<file path="config.mk">
export PLATFORM = sky130hd
export DESIGN_NAME = ifu_fetch_ctrl
export DESIGN_NICKNAME = d
export VERILOG_FILES = /design/src/rtl/ifu_fetch_ctrl.sv
export SDC_FILE = /design/constraint.sdc
export NUM_CORES = 1
export LEC_CHECK = 0
export CAP_MARGIN = 15
export CORE_ASPECT_RATIO = 0.8
export CORE_UTILIZATION = 40
export CTS_BUF_LIST = sky130_fd_sc_hd__clkbuf_16
export DETAILED_ROUTE_END_ITERATION = 10
export PLACE_DENSITY = 0.63
export SLEW_MARGIN = 20
export SYNTH_ARGS = -nofsm -noshare
export SYNTH_HDL_FRONTEND = slang
export SYNTH_SLANG_ARGS = --single-unit
</file>
<file path="constraint.sdc">
create_clock -name clk -period 7.25 [get_ports clk]
set_clock_uncertainty 0.15 [all_clocks]
set_input_delay 0.725 -clock clk [delete_from_list [all_inputs] [get_ports clk]]
set_output_delay 0.725 -clock clk [all_outputs]
set_load 0.05 [all_outputs]
</file>
<file path="src/rtl/ifu_fetch_ctrl.sv">
`default_nettype none
// ifu_fetch_ctrl: PC sequencer feeding im_4k reads into a prefetch FIFO for decode (rev 1.0).
// Optional IFU_FETCH_PERF_EN adds perf_fetch/perf_stall/perf_flush counters.
module ifu_fetch_ctrl #(
  parameter logic [31:0] RESET_PC  = 32'h0000_3000,
  parameter int          BUF_DEPTH = 2
) (
  input  logic        clk,
  input  logic        reset,
  output logic        im_en,
  output logic [9:0]  im_addr,
  input  logic [31:0] im_dout,
  output logic [31:0] instr,
  output logic [31:0] instr_pc,
  output logic        instr_valid,
  input  logic        instr_ready,
  input  logic        redirect,
  input  logic [31:0] redirect_pc,
  input  logic        halt,
  output logic        fetch_err,
  output logic [31:0] err_pc
`ifdef IFU_FETCH_PERF_EN
  ,
  output logic [31:0] perf_fetch,
  output logic [31:0] perf_stall,
  output logic [31:0] perf_flush
`endif
);

  localparam int PW = $clog2(BUF_DEPTH);
  localparam int CW = $clog2(BUF_DEPTH + 1);

  typedef enum logic [1:0] {
    RUN  = 2'd0,
    HALT = 2'd1,
    ERR  = 2'd2
  } state_t;

  state_t          state, state_next;
  logic [31:0]     fetch_pc;
  logic [31:0]     tag_pc;
  logic            inflight;
  logic [31:0]     data_q [BUF_DEPTH];
  logic [31:0]     pc_q   [BUF_DEPTH];
  logic [PW-1:0]   rd_ptr, wr_ptr;
  logic [CW-1:0]   count;

  logic [31:0]     pc_off;
  logic            pc_ok;
  logic            pop_now;
  logic            push;
  logic [CW:0]     occupancy;
  logic            room;
  logic            would_issue;
  logic            err_trip;
  logic            unused_bits;

  assign pc_off      = fetch_pc - RESET_PC;
  assign im_addr     = pc_off[11:2];
  assign unused_bits = ^pc_off[1:0];
  assign pc_ok       = (fetch_pc[1:0] == 2'b00) && (pc_off[31:12] == 20'd0);

  assign instr_valid = (count != '0);
  assign instr       = data_q[rd_ptr];
  assign instr_pc    = pc_q[rd_ptr];
  assign pop_now     = instr_valid && instr_ready;
  assign push        = inflight;

  // A head leaving this cycle frees its slot for the read issued now, giving 1 instr/cycle.
  assign occupancy   = {1'b0, count} + {{CW{1'b0}}, inflight} - {{CW{1'b0}}, pop_now};
  assign room        = occupancy < (CW+1)'(BUF_DEPTH);

  assign would_issue = !reset && (state == RUN) && !halt && room;
  assign err_trip    = would_issue && !pc_ok && !redirect;
  assign im_en       = would_issue && pc_ok;
  assign fetch_err   = (state == ERR);

  always_ff @(posedge clk or posedge reset) begin
    if (reset) begin
      state <= RUN;
    end else begin
      state <= state_next;
    end
  end

  always_comb begin
    state_next = state;
    case (state)
      RUN: begin
        if (err_trip) begin
          state_next = ERR;
        end else if (halt) begin
          state_next = HALT;
        end
      end
      HALT: begin
        if (!halt) begin
          state_next = RUN;
        end
      end
      ERR:     state_next = ERR;
      default: state_next = RUN;
    endcase
  end

  always_ff @(posedge clk or posedge reset) begin
    if (reset) begin
      fetch_pc <= RESET_PC;
      tag_pc   <= '0;
      inflight <= 1'b0;
      rd_ptr   <= '0;
      wr_ptr   <= '0;
      count    <= '0;
      err_pc   <= '0;
      for (int i = 0; i < BUF_DEPTH; i++) begin
        data_q[i] <= '0;
        pc_q[i]   <= '0;
      end
    end else begin
      if (err_trip) begin
        err_pc <= fetch_pc;
      end
      // Redirect drops the buffered entries, the word being captured now and the read just issued.
      if (redirect) begin
        fetch_pc <= redirect_pc;
        inflight <= 1'b0;
        rd_ptr   <= '0;
        wr_ptr   <= '0;
        count    <= '0;
      end else begin
        inflight <= im_en;
        if (im_en) begin
          fetch_pc <= fetch_pc + 32'd4;
          tag_pc   <= fetch_pc;
        end
        if (push) begin
          data_q[wr_ptr] <= im_dout;
          pc_q[wr_ptr]   <= tag_pc;
          wr_ptr         <= wr_ptr + 1'b1;
        end
        if (pop_now) begin
          rd_ptr <= rd_ptr + 1'b1;
        end
        case ({push, pop_now})
          2'b10:   count <= count + 1'b1;
          2'b01:   count <= count - 1'b1;
          default: count <= count;
        endcase
      end
    end
  end

`ifdef IFU_FETCH_PERF_EN
  always_ff @(posedge clk or posedge reset) begin
    if (reset) begin
      perf_fetch <= '0;
      perf_stall <= '0;
      perf_flush <= '0;
    end else begin
      if (im_en) begin
        perf_fetch <= perf_fetch + 32'd1;
      end
      if (instr_valid && !instr_ready) begin
        perf_stall <= perf_stall + 32'd1;
      end
      if (redirect) begin
        perf_flush <= perf_flush + 32'd1;
      end
    end
  end
`endif

endmodule
`default_nettype wire
</file>
==> impl_metrics.yaml, run 1 <==
status:
  outcome: "finished with violations"
  failed_checks: "DRC"
cts:
  postCtsSetupRepairBufs: 0
  cts_buffers: 25
  cts-root-buf: "clkbuf_16"
  clk_path_buf_depth: 3
  holdBufCountCts: 0
  path_clk_slew_ns: 0.06
  htree_levels: 1
  clock_sinks: 231
  insertion_delay_ns: 0.51
  cts_tree: "yes"
  cts_resized: 0
setup_path:
  path_class: "reg2out"
  max_stage_delay_ns: 0.83
  cp.required_ns: 6.38
  path_max_fanout: 10
  cp.arrival_ns: 4.46
  path_cells: "or2_2, nand2_1, inv_1, ha_1, nand2b_1, fa_1, or4b_4, or3_1, nor2_1, clkdlybuf4s50_1"
  slowest_stage: "clkdlybuf4s50_1"
  start_kind: "flip-flop"
  critPathCaptureType: "primary output"
timing:
  slew_violations: 0
  min_period_ns: 5.33
  max_slew_margin_pct: 34.9
  setup_viol: 0
  fin_crit_sh_pct: 73.5
  rsz0062_at_grt: "no"
  fmax_ghz: 0.188
  tightest_slew_ns: 0.974
  tns_ns: 0
  hold_violations: 0
finish:
  final_cell_mix: "228 x dfrtp_1, 223 x mux2_2, 176 x clkdlybuf4s50_1"
  diodes: 0
  area_delta_synth_final_pct: 27.4
  fillers: 2022
  fin_nets: 931
  utilization_pct: 52.3
  layout_commonest_cell: "dfrtp_1"
  drive_above_1_share_pct: 36.2
place:
  port_buffers: 177
  gp_congestion: 0.892
  post-dp-hpwl_mm: 14.6
pwr:
  p_sw_mw: 0.923
  vdd_drop_max_mv: 0.132
  cellPowerDensity_nw_per_um2: 257
  switching_share_pct: 27.9
  p_clk_share_pct: 37.9
  p_int_mw: 2.39
  p_comb_share_pct: 18.4
  p_seq_share_pct: 43.6
  p_total_mw: 3.31
  power_leakage_nw: 6.08
floorplanning:
  die_y_um: 144
  core-area_um2: 24600
  initial_core_util_pct: 41.1
  die_area_um2: 25900
  ios: 178
  rows: 51
  die_w_um: 180
yosys:
  synth.distinct_cells: 54
  syn_area_per_cell_um2: 14.5
  yosysSeqAreaShare_pct: 57.3
  yosys.area.top_type: "dfrtp_1"
  synthCells: 697
  synth_edf_count: 0
  ys_warn_count: 0
  synthTopCellsByArea: "dfrtp_1 57%, mux2_2 25%, mux2_4 4.5%, nor2b_1 1.4%, clkbuf_1 0.89%"
  synth_ff_type: "dfrtp_1"
  post-synth-top-area-fraction_pct: 56.8
  synth_area_um2: 10100
  async_reset_ff_share_pct: 100
  synth_seq_cells: 231
  syn_nets: 769
global_routing:
  grt_usage_pct: 17.7
  grt_pass1_vias: 6618
  antenna_found_initial: 0
  overflow: 0
  grt_max_degree: 164
  grt_pass1_wl_mm: 36.2
drt:
  first_iter_violations: 319
  drt-total-wl_mm: 22.6
  first_pass_iters: 7
  via_per_inst: 5.13
  avgRoutedWirePerCell_um: 18.9
  ant_nets: 0
  via_count: 6118
  drc: 9
worst_hold_path:
  hp-class: "reg2reg"
flow_run:
  cap_violations: 0
state kept, by name (all words and copies together) (netlist names):
| name | count |
|---|---|
| state | 2 |
| rd_ptr | 1 |
| wr_ptr | 1 |
| data_q | 64 |
| tag_pc | 32 |
| pc_q | 64 |
| fetch_pc | 32 |
| err_pc | 32 |
| inflight | 1 |
| count | 2 |
worst paths after layout:
check	start	end	slack (ns)	cells past startpoint
worst min register to register	state[1]$_DFFE_PP0P_	state[0]$_DFFE_PP0P_	0.33	1
min in group asynchronous	reset	state[0]$_DFFE_PP0P_	0.67	2
worst max-delay path	count[1]$_DFFE_PP0P_	im_en	1.92	10
worst min-delay path	state[1]$_DFFE_PP0P_	state[0]$_DFFE_PP0P_	0.33	1
max in group asynchronous	reset	data_q[2]$_DFFE_PP0P_	4.89	3
worst max register to register	count[1]$_DFFE_PP0P_	tag_pc[11]$_DFFE_PP0P_	2.65	11
cell type report:
cell class / instances / area, um2 / area share [%]
Inverter: 9 / 46.3 / 0.360
Sequential cell: 231 / 5780 / 45.0
Clock inverter: 18 / 178 / 1.38
Timing Repair Buffer: 182 / 1800 / 14.0
Clock buffer: 25 / 626 / 4.87
Multi-Input combinational cell: 410 / 4020 / 31.3
Tap cell: 318 / 398 / 3.09
worst max-delay path: cells and delay by family (launching register included):
family / cells / cell delay (ns)
and+or+nand+nor: 6 / 1.87
buffers and inverters: 2 / 0.89
adders and majority gates: 2 / 0.74
DFF: 1 / 0.45
per-stage QoR:
stage	setup slack, ns	hold WS (ns)	cell area, um2	cells
finish	1.92	0.328	12900	1193
global route	1.74	0.360	12900	1193
CTS	1.87	0.325	12900	1193
detailed placement	2.03	0.314	12000	1150
global placement	2.04	0.308	12000	1150
floorplan	0.0454	0.284	10100	697
routing by layer:
layer  up-vias  wire length, um  track usage (%)
met4         0              426             3.99
met2       138            10900             29.7
met1      3152            10200             23.9
met3        29             1100             3.30
met5         -                0                0
li1       2799                -                -
logic make-up after synthesis:
kind of cell	Yosys count	share of synthesized area [%]
AO/OA/AOI/OAI	37	2.72
XOR/XNOR	7	0.608
AND/OR/NAND/NOR	110	6.67
adder cells (fa/ha/maj)	3	0.446
buffers and inverters	56	2.88
flip-flops	231	57.3
multiplexers	253	29.4
power by group through the flow:
| stage | combinational, mW | clock, mW | sequential, mW |
|---|---|---|---|
| 5_1_grt | 0.637 | 1.35 | 1.45 |
| 4_1_cts | 0.615 | 1.30 | 1.45 |
| 2_1_floorplan | 0.195 | 0 | 1.66 |
| 3_5_place_dp | 0.614 | 0 | 1.47 |
| 6_report | 0.610 | 1.26 | 1.44 |
| 3_3_place_gp | 0.605 | 0 | 1.46 |
synthesized netlist by cell type (4+ instances only):
library cell	number
dfrtp_1	229
mux2_2	223
mux2_4	30
clkbuf_1	24
nor2b_1	22
nand2_1	15
nor2_1	12
buf_4	10
inv_1	9
nand2b_1	9
nor4_1	9
o31ai_1	7
or2_2	7
nand3_1	6
nor3_1	6
a211oi_1	5
a31oi_1	5
buf_6	5
a21oi_1	4
buf_1	4
buf_2	4
xor2_1	4
No activity file was read; power rests on OpenSTA's default activity.
==> run 2, diff against run 1 <==
==> constraint.sdc (replaced) <==
create_clock -name clk -period 4.4 [get_ports clk]
set_clock_uncertainty 0.15 [all_clocks]
set_input_delay 0.44 -clock clk [delete_from_list [all_inputs] [get_ports clk]]
set_output_delay 0.44 -clock clk [all_outputs]
set_load 0.05 [all_outputs]
==> run 2 against run 1 <==
  * The flow still finishes with violations (DRC)
  * Count of clock-buffer cells in the layout did not move
  * Cell count rose by 0.92%
  * Global-route usage rose by 0.16 points
  * First-iteration DRC count fell by 24%
  * Clock power rose by 60%
  * Combinational power rose by 66%
  * Utilization rose by 0.36 points
  * Critical path type unchanged
  * Largest cell class unchanged
  * Highest routed layer unchanged
==> impl_metrics.yaml, run 2 (synthesized netlist as in run 1, its figures left out) <==
setup_path:
  cp.required_ns: 3.81
  cpLargestDelayFamily: "simple AND/OR/NAND/NOR gates"
  path_max_fanout: 10
  cp.arrival_ns: 3.64
  path_cells: "or2_2, nand2_1, inv_1, ha_1, nand2b_1, fa_1, or4b_4, or3_4, nor2_4, buf_12"
  slowest_stage: "fa_1"
  critPathBufInv: 2
  max_stage_delay_ns: 0.49
  path_class: "reg2out"
  critPathCaptureType: "primary output"
  start_kind: "flip-flop"
cts:
  clock_sinks: 231
  insertion_delay_ns: 0.51
  clk_path_buf_depth: 3
  postCtsSetupRepairBufs: 0
  holdBufCountCts: 0
  cts-root-buf: "clkbuf_16"
  htree_levels: 1
  cts_tree: "yes"
  path_clk_slew_ns: 0.06
  cts_buffers: 25
timing:
  max_slew_margin_pct: 36.8
  tightest_slew_ns: 0.948
  slew_violations: 0
  hold_violations: 0
  hold-worst-slack_ns: 0.167
  tns_ns: 0
  fin_crit_sh_pct: 96.2
  setup_viol: 0
  fmax_ghz: 0.236
  min_period_ns: 4.23
  rsz0062_at_grt: "no"
floorplanning:
  initial_core_util_pct: 41.1
  core-area_um2: 24600
  ios: 178
  rows: 51
  die_w_um: 180
  die_area_um2: 25900
  die_y_um: 144
finish:
  diodes: 0
  drive_above_1_share_pct: 37.0
  final_cell_mix: "228 x dfrtp_1, 223 x mux2_2, 175 x clkdlybuf4s50_1"
  layout_commonest_cell: "dfrtp_1"
  area_delta_synth_final_pct: 28.3
  fin_cells: 1204
  utilization_pct: 52.7
  top_regs: "data_q x64, pc_q x64"
  fin_nets: 940
pwr:
  vdd_drop_max_mv: 0.234
  cellPowerDensity_nw_per_um2: 417
  p_total_mw: 5.40
  power_leakage_nw: 6.13
status:
  outcome: "finished with violations"
  failed_checks: "DRC"
drt:
  drc: 9
  first_iter_violations: 243
  via_count: 6188
  avgRoutedWirePerCell_um: 19.0
  via_per_inst: 5.14
  drt-total-wl_mm: 22.9
  ant_nets: 0
  first_pass_iters: 9
place:
  gp_congestion: 0.895
  post-dp-hpwl_mm: 15.5
  port_buffers: 177
  post-place-cells: 1159
global_routing:
  overflow: 0
  antenna_found_initial: 0
  grt_usage_pct: 17.8
  grt_pass1_wl_mm: 36.8
  grt_pass1_vias: 6844
  grt_max_degree: 69
worst_hold_path:
  hp-class: "in2reg"
flow_run:
  cap_violations: 0
==> run 2: cell types whose count changed in the layout (fill, tap and decap cells not counted), sizes merged <==
cell / change
buf: +10
inv: +1
clkdlybuf4s50: -1
bufinv: -1
clkinv: +1
clkinvlp: +1
==> run 2: final timing paths <==
check | cells past startpoint | slack, ns | from | to
min in group asynchronous | 2 | 0.37 | reset | state[1]$_DFFE_PP0P_
worst max register to register | 11 | 0.39 | count[0]$_DFFE_PP0P_ | err_pc[7]$_DFFE_PP0P_
worst min-delay path | 2 | 0.17 | redirect | rd_ptr$_DFFE_PP0P_
worst min register to register | 1 | 0.32 | state[1]$_DFFE_PP0P_ | state[0]$_DFFE_PP0P_
worst max-delay path | 10 | 0.17 | count[0]$_DFFE_PP0P_ | im_en
max in group asynchronous | 3 | 2.86 | reset | data_q[0]$_DFFE_PP0P_
==> run 2: per-stage QoR <==
stage / cell area [um2] / worst slack (ns)
3_3_place_gp: 12100 / 0.127
6_report: 12900 / 0.168
3_5_place_dp: 12100 / 0.0583
5_1_grt: 12900 / 0.0422
4_1_cts: 12900 / 0.000337
2_1_floorplan: 10100 / 0.236
==> run 2: repair_timing <==
item / CTS / global route
setup endpoints to repair: 1 / 1
resized for setup: 1 / 2
endpoints found under the hold margin: 0 / 0
gates cloned: 0 / 0
==> run 2: power breakdown <==
group / leakage, nW / internal, mW / switching (mW)
Combinational: 2.64 / 0.419 / 0.592
Sequential: 3.08 / 2.26 / 0.118
Clock: 0.405 / 1.20 / 0.808
Total: 6.13 / 3.88 / 1.52
==> run 2: layout make-up <==
type | instances | area [um2]
sequential | 231 | 5780
clock buffer | 25 | 626
inverter | 9 | 37.5
fill | 2018 | 11600
clock inverter | 20 | 159
multi-input combinational | 410 | 4030
timing repair buffer | 191 | 1910
tap | 318 | 398
==> run 2: worst reg2reg max path: cells and delay by family, from the launching register on <==
kind                     cells  cell delay (ns)
adder cells (fa/ha/maj)      2             0.76
buffers and inverters        1             0.06
flip-flops                   1             0.41
multiplexers                 1             0.45
AND/OR/NAND/NOR              7             2.05
==> run 2: per-layer routing <==
metal	vias to the layer above	track usage, %	wire [um]
met5	-	0	0
li1	2823	-	-
met1	3193	22.5	9940
met2	141	31.4	11400
met3	31	4.00	1190
met4	0	4.13	398
==> run 3, diff against run 2 <==
--- a/config.mk
+++ b/config.mk
@@ -10,7 +10,7 @@
 export CORE_UTILIZATION = 40
 export CTS_BUF_LIST = sky130_fd_sc_hd__clkbuf_16
 export DETAILED_ROUTE_END_ITERATION = 10
-export PLACE_DENSITY = 0.63
+export PLACE_DENSITY = 0.6
 export SLEW_MARGIN = 20
 export SYNTH_ARGS = -nofsm -noshare
 export SYNTH_HDL_FRONTEND = slang
==> constraint.sdc (replaced) <==
create_clock -name clk -period 4.3 [get_ports clk]
set_clock_uncertainty 0.15 [all_clocks]
set_input_delay 0.43 -clock clk [delete_from_list [all_inputs] [get_ports clk]]
set_output_delay 0.43 -clock clk [all_outputs]
set_load 0.05 [all_outputs]
==> run 3 against run 2 <==
  * The flow still finishes with violations (DRC)
  * Non-clock buffer count fell by 2
  * Global-route usage down 0.42 points
  * Critical path type unchanged
  * Worst hold slack worse by 0.036 ns
  * Utilization rose by 0.18 points
  * Critical path depth stayed put
  * Sequential power up 3%
  * Critical endpoint unchanged
  * Setup slack better by 0.0013 ns
  * Design area rose by 0.34%
  * First-iteration DRC count decreased by 8.2%
  * Highest routed layer unchanged
==> impl_metrics.yaml, run 3 (synthesized netlist as in run 1, its figures left out) <==
timing:
  tns_ns: 0
  setup_viol: 0
  tightest_slew_ns: 0.966
  fin_crit_sh_pct: 96.1
  slew_violations: 0
  max_slew_margin_pct: 35.6
  rsz0062_at_grt: "no"
  hold-worst-slack_ns: 0.131
  hold_violations: 0
  min_period_ns: 4.13
  fmax_ghz: 0.242
finish:
  fin_nets: 939
  final_cell_mix: "228 x dfrtp_1, 223 x mux2_2, 175 x clkdlybuf4s50_1"
  top_regs: "data_q x64, pc_q x64"
  layout_commonest_cell: "dfrtp_1"
  area_delta_synth_final_pct: 28.7
  drive_above_1_share_pct: 36.8
  fin_cells: 1204
  diodes: 0
global_routing:
  grt_pass1_wl_mm: 36.1
  grt_max_degree: 84
  antenna_found_initial: 0
  grt_pass1_vias: 6646
  grt_usage_pct: 17.4
  overflow: 0
pwr:
  p_clk_share_pct: 36.8
  power_leakage_nw: 6.16
  cellPowerDensity_nw_per_um2: 423
  switching_share_pct: 28.4
  p_comb_share_pct: 18.9
  p_int_mw: 3.93
  vdd_drop_max_mv: 0.264
  p_sw_mw: 1.56
  p_seq_share_pct: 44.3
cts:
  cts_buffers: 26
  clock_sinks: 231
  clk_path_buf_depth: 3
  path_clk_slew_ns: 0.06
  htree_levels: 1
  cts-root-buf: "clkbuf_16"
  insertion_delay_ns: 0.51
  cts_tree: "yes"
setup_path:
  startpoint: "count[1]$_DFFE_PP0P_"
  critPathCaptureType: "primary output"
  cp.arrival_ns: 3.55
  regToRegStartpoint: "count[1]$_DFFE_PP0P_"
  start_kind: "flip-flop"
  path_class: "reg2out"
  path_max_fanout: 6
  cp.required_ns: 3.72
drt:
  drt-total-wl_mm: 22.3
  via_count: 6140
  avgRoutedWirePerCell_um: 18.5
  first_iter_violations: 223
  ant_nets: 0
  first_pass_iters: 9
  drc: 10
  via_per_inst: 5.10
status:
  outcome: "finished with violations"
  failed_checks: "DRC"
place:
  gp_congestion: 0.834
  post-dp-hpwl_mm: 14.6
  port_buffers: 177
  post-place-cells: 1155
floorplanning:
  die_y_um: 144
  ios: 178
  rows: 51
  core-area_um2: 24600
  die_w_um: 180
  die_area_um2: 25900
  initial_core_util_pct: 41.1
flow_run:
  cap_violations: 0
worst_hold_path:
  hp-class: "in2async"
-- run 3: cell types whose count changed in the layout (fill, tap and decap cells not counted), moves of 2 or more --
| cell | before | now |
|---|---|---|
| buf_12 | 3 | 8 |
| clkinv_1 | 8 | 5 |
| inv_1 | 13 | 18 |
| clkbuf_16 | 25 | 27 |
| bufinv_16 | 3 | 1 |
| buf_4 | 12 | 5 |
-- run 3: power by group through the flow --
stage | registers, mW | logic [mW] | clock network [mW]
after floorplan | 2.80 | 0.328 | 0
after global placement | 2.47 | 1.03 | 0
after CTS | 2.44 | 1.05 | 2.09
after detailed placement | 2.47 | 1.04 | 0
final | 2.44 | 1.04 | 2.02
after global routing | 2.45 | 1.08 | 2.18
-- run 3: per-stage QoR --
step / power, mW / utilization, % / setup slack, ns / area [um2]
2_1_floorplan: 3.13 / - / 0.146 / 10100
3_3_place_gp: 3.50 / 49.5 / 0.195 / 12200
3_5_place_dp: 3.51 / 49.5 / 0.202 / 12200
4_1_cts: 5.57 / 52.8 / 0.0213 / 13000
5_1_grt: 5.71 / 52.9 / 0.0242 / 13000
6_report: 5.49 / 52.9 / 0.170 / 13000
-- run 3: area by class of cell --
cell class              instances  area [um2]
fillers                      2037       11600
flip-flops and latches        231        5780
multi-input cells             410        4030
repair buffers                189        1950
clock buffers                  27         676
well taps                     318         398
clock inverters                20         110
inverters                       9        37.5
-- run 3: critical path, cell delays in order, from the launching register on --
cell and delay, ns:
dfrtp_1 0.45, or2_2 0.31, nand2_1 0.13, inv_1 0.06, ha_1 0.26, nand2b_1 0.15, fa_1 0.48, or4b_4 0.46
or3_4 0.41, nor2_2 0.17, buf_12 0.15
-- run 3: per-layer routing --
| layer | track usage [%] | vias up | wire length, um |
|---|---|---|---|
| met5 | 0 | - | 0 |
| met4 | 4.08 | 0 | 345 |
| met3 | 3.73 | 30 | 1070 |
| met2 | 28.5 | 138 | 10400 |
| met1 | 23.8 | 3159 | 10500 |
| li1 | - | 2813 | - |
-- run 3: timing repair --
| item | CTS | global route |
|---|---|---|
| resized for setup | 2 | 0 |
| hold buffers | 0 | 0 |
| setup endpoints to repair | 1 | 1 |
| pin swaps | 0 | 1 |
| setup buffers | 0 | 1 |
-- run 3: worst paths after layout --
kind	to	slack, ns	depth (start not counted)
worst min-delay path	fetch_pc[30]$_DFFE_PP0P_	0.13	2
max in group asynchronous	data_q[37]$_DFFE_PP0P_	2.90	4
worst max-delay path	im_en	0.17	10
worst max register to register	err_pc[6]$_DFFE_PP0P_	0.40	13
min in group clk	count[0]$_DFFE_PP0P_	0.19	2
worst min register to register	state[0]$_DFFE_PP0P_	0.35	1
==> edit 1 (settings of run 1) <==
Change the parameter `BUF_DEPTH` from 2 to 8.
--- a/src/rtl/ifu_fetch_ctrl.sv
+++ b/src/rtl/ifu_fetch_ctrl.sv
@@ -3,7 +3,7 @@
 // Optional IFU_FETCH_PERF_EN adds perf_fetch/perf_stall/perf_flush counters.
 module ifu_fetch_ctrl #(
   parameter logic [31:0] RESET_PC  = 32'h0000_3000,
-  parameter int          BUF_DEPTH = 2
+  parameter int          BUF_DEPTH = 8
 ) (
   input  logic        clk,
   input  logic        reset,
Behaviour: not the same (a bounded check fails within 4 cycles, from zero or initial values and one cycle with reset high).
==> edit 1 against run 1 <==
Clock power increased to 2.5 times the old value; count of clock-buffer cells in the layout rose by 46; area after synthesis grew to 2.7 times the old value; final area grew 150%; die area rose to 2.7 times the old value; wire length rose to 2.7 times the old value; maximum frequency is 6.2% higher; critical path depth is 3 higher; setup slack better by 310 ps; sequential cell count rose by 390; power rose by 150%; combinational power increased by 120%; critical endpoint unchanged; highest routed layer is now met5.
==> edit 1: results (changes against run 1) <==
metric;value;unit;change
Net count, final;1918;;was 931
Post-Layout Cell Count;2800;;was 1,193
Final GP Congestion;0.724;;was 0.892
Mapped Nets;1760;;was 769
std cell rows;85;;was 51
min Tclk post-route;5020;ps;was 5330 ps
dpl cells;2682;;was 1,150
vias;15000;;was 6,118
largest net degree at the start of global routing;173;;was 164
GRT Util Overall;18.1;%;was 17.7%
FF+latch area;15600;sq um;was 5780 sq um
TritonCTS Buffers;67;;was 25
CP delay by family, top;buffers and inverters;;was simple AND/OR/NAND/NOR gates
vias in the first global route;16300;;was 6,618
initial antenna violation count;3;;was 0
DRT Pass-1 Iters;4;;was 7
Largest regs;data_q (256), pc_q (256);;was data_q (64), pc_q (64)
synth unique cells;54;;unchanged
pre-CTS setup slack;2640;ps;was 2030 ps
1st-iter DRT viols;787;;was 319
clock-cell share of area;6.26;%;was 6.25%
H-Tree Depth;3;;was 1
mean post-synth cell area;16.3;sq um;was 14.5 sq um
RR Endpoint;err_pc[23]$_DFFE_PP0P_;;was tag_pc[11]$_DFFE_PP0P_
most area-consuming cells after synthesis;dfrtp_1 (57%), mux2_2 (26%), mux4_2 (11%);;was dfrtp_1 (57%), mux2_2 (25%), mux2_4 (4.5%)
Switching Fraction;28.1;%;was 27.9%
multi-input logic area;11300;sq um;was 4020 sq um
worst-skew pair later-pin latency;590;ps;was 510 ps
leakage power;15.2;nW;was 6.08 nW
Post-DP Area;30000;sq um;was 12,000 sq um
Seq pwr share;45.4;%;was 43.6%
clock share of power;38.4;%;was 37.9%
number of non-clock buffers;201;;was 182
Hold WS;298;ps;was 328 ps
area share of buffers outside the clock network;6.24;%;was 14.0%
clk_buf instances;71;;was 25
sequential share of cell area;48.5;%;was 45.0%
actual slew at the worst max-slew pin;1100;ps;was 974 ps
CP max FO;5;;was 10
clock-net power;3.16;mW;was 1.26 mW
Seq/Total Area, Yosys;56.9;%;was 57.3%
CTS Sinks;621;;was 231
Critical Path Source;count[3]$_DFFE_PP0P_;;was count[1]$_DFFE_PP0P_
first-pass GRT wire length;97200;um;was 36,200 um
WL/cell;21.8;um;was 18.9 um
#MultiIn Comb;938;;was 410
Layout fillers;5743;;was 2,022
most common library cells after synthesis;mux2_2 (622), dfrtp_1 (619), mux4_2 (128), clkbuf_1 (56), buf_2 (34);;was dfrtp_1 (229), mux2_2 (223), mux2_4 (30), clkbuf_1 (24), nor2b_1 (22)
outcome;completed;;was complete, but fails checks
layout cell share with drive strength beyond 1;47.2;%;was 36.2%
Peak VDD IR;242;uV;was 132 uV
Critical Path AT;4150;ps;was 4460 ps
edit 1: cell count changes after synthesis, sizes merged, moves of 5 or more:
cell	run 1	this run
a21oi	5	12
nor2b	22	3
o31ai	7	0
and2	3	29
buf	23	56
mux4	0	128
clkbuf	24	56
mux2	253	627
nor4	10	5
ha	2	10
a22o	0	10
a211o	0	7
dfrtp	229	619
edit 1: kinds of logic (layout without fill, tap and decap cells):
kind of cell    count (synthesis)  in the layout  share of synthesized area (%)
simple gates                  112            112                           2.40
flops                         621            621                           56.9
mux                           759            759                           36.6
compound gates                 49             49                           1.32
xor+xnor                        7              7                          0.224
fa+ha+maj                      11             11                          0.531
buf+inv                       121            328                           2.09
edit 1: routing by layer:
metal  vias to the layer above  part of all wire (%)  GRT usage [%]
met5                         -                 0.052              0
met4                         4                   1.6           3.77
met3                        84                   4.8           4.48
met2                       217                    48           28.4
met1                      8097                    46           25.4
li1                       6564                     -              -
==> edit 2 (settings of run 1) <==
Without the edit above. Put a register stage on the output `fetch_err`, without a reset. The value now appears one clock later. The other outputs are not delayed to match.
--- a/src/rtl/ifu_fetch_ctrl.sv
+++ b/src/rtl/ifu_fetch_ctrl.sv
@@ -73,7 +73,9 @@
   assign would_issue = !reset && (state == RUN) && !halt && room;
   assign err_trip    = would_issue && !pc_ok && !redirect;
   assign im_en       = would_issue && pc_ok;
-  assign fetch_err   = (state == ERR);
+  always_ff @(posedge clk) begin
+    fetch_err <= (state == ERR);
+  end
 
   always_ff @(posedge clk or posedge reset) begin
     if (reset) begin
Behaviour: not the same (Yosys sat finds a counterexample within 4 cycles, from zero or initial values and one cycle with reset high).
==> edit 2 against run 1 <==
The flow still finishes with violations (DRC); power decreased by 5.9%; register-to-register slack improved by 340 ps; final area decreased by 0.53%; wire length decreased by 2.7%; area after synthesis decreased by 0.15%; setup slack improved by 160 ps; non-clock buffer count increased by 4; count of clock-buffer cells in the layout unchanged; sequential cell count increased by 1; global-route usage decreased by 0.49 points.
==> edit 2: results (changes against run 1) <==
metric;value;unit;change
failing checks;DRC;;unchanged
cell depth of the worst flop-to-flop path;12;;was 11
RR Endpoint;err_pc[5]$_DFFE_PP0P_;;was tag_pc[11]$_DFFE_PP0P_
Critical Path AT;4300;ps;was 4460 ps
pre-CTS setup slack;2190;ps;was 2030 ps
asr flop ratio synth;99.6;%;was 100%
first-pass GRT wire length;35400;um;was 36,200 um
FF-to-FF setup slack;2990;ps;was 2650 ps
Peak VDD IR;167;uV;was 132 uV
most area-consuming cells after synthesis;dfrtp_1 (57%), mux2_2 (24%), mux2_1 (3.4%);;was dfrtp_1 (57%), mux2_2 (25%), mux2_4 (4.5%)
vias in the first global route;6338;;was 6,618
DRC viols;8;;was 9
CP max FO;6;;was 10
GRT Util Overall;17.2;%;was 17.7%
critical path's largest stage delay;850;ps;was 830 ps
actual slew at the worst max-slew pin;991;ps;was 974 ps
layout cell share with drive strength beyond 1;31.1;%;was 36.2%
mean post-synth cell area;14.2;sq um;was 14.5 sq um
vias;6163;;was 6,118
leakage power;5.96;nW;was 6.08 nW
largest net degree at the start of global routing;82;;was 164
dpl hpwl;14100;um;was 14,600 um
synth unique cells;59;;was 54
outcome;complete, but fails checks;;unchanged
Mapped Nets;783;;was 769
Final GP Congestion;0.761;;was 0.892
[edit 2: power by group]
group          internal [mW]  leakage (nW)  switching [mW]
sequential              1.38          3.09          0.0709
clock                  0.616         0.355           0.492
combinational          0.210          2.51           0.348
[edit 2: per-layer routing]
layer | wire length [um] | GRT usage (%)
met1 | 11100 | 25.6
met2 | 9730 | 26.2
met3 | 717 | 2.58
met4 | 458 | 4.17
met5 | 0 | 0
[edit 2: logic make-up after synthesis]
| logic type | count (synthesis) | share of synthesized area [%] |
|---|---|---|
| mux | 253 | 28.2 |
| flops | 232 | 57.6 |
| simple gates | 112 | 6.63 |
| buf+inv | 58 | 2.89 |
| compound gates | 42 | 3.24 |
| xor+xnor | 11 | 0.956 |
| fa+ha+maj | 3 | 0.447 |
[edit 2: how the worst max path moves through the flow]
stage / start / endpoint / slack (ps) / cells after the start
after floorplan: reset / count[0]$_DFFE_PP0P_ / 50 / 1
after global placement: instr_ready / im_en / 2210 / 10
after detailed placement: instr_ready / fetch_pc[24]$_DFFE_PP0P_ / 2190 / 12
after CTS: count[1]$_DFFE_PP0P_ / im_en / 2040 / 10
after global routing: count[1]$_DFFE_PP0P_ / im_en / 1930 / 10
final: count[1]$_DFFE_PP0P_ / im_en / 2080 / 10
[edit 2: cell type report]
cell class	instances	area [sq um]	area share, %
Clock buffer	25	626	4.89
Clock inverter	15	62.6	0.489
Inverter	9	41.3	0.323
Multi-Input combinational cell	421	4000	31.2
Sequential cell	232	5800	45.4
Tap cell	318	398	3.11
Timing Repair Buffer	186	1860	14.5
[edit 2: per-stage QoR]
step / cells / power [mW] / hold slack, ps / utilization, % / area (sq um)
CTS: 1205 / 3.16 / 308 / 52.1 / 12800
finish: 1206 / 3.12 / 309 / 52.2 / 12800
detailed placement: 1165 / 2.03 / 287 / 49.3 / 12100
global route: 1206 / 3.24 / 337 / 52.2 / 12800
global placement: 1164 / 2.03 / 297 / 49.2 / 12100
floorplan: 711 / 1.82 / 267 / - / 10100
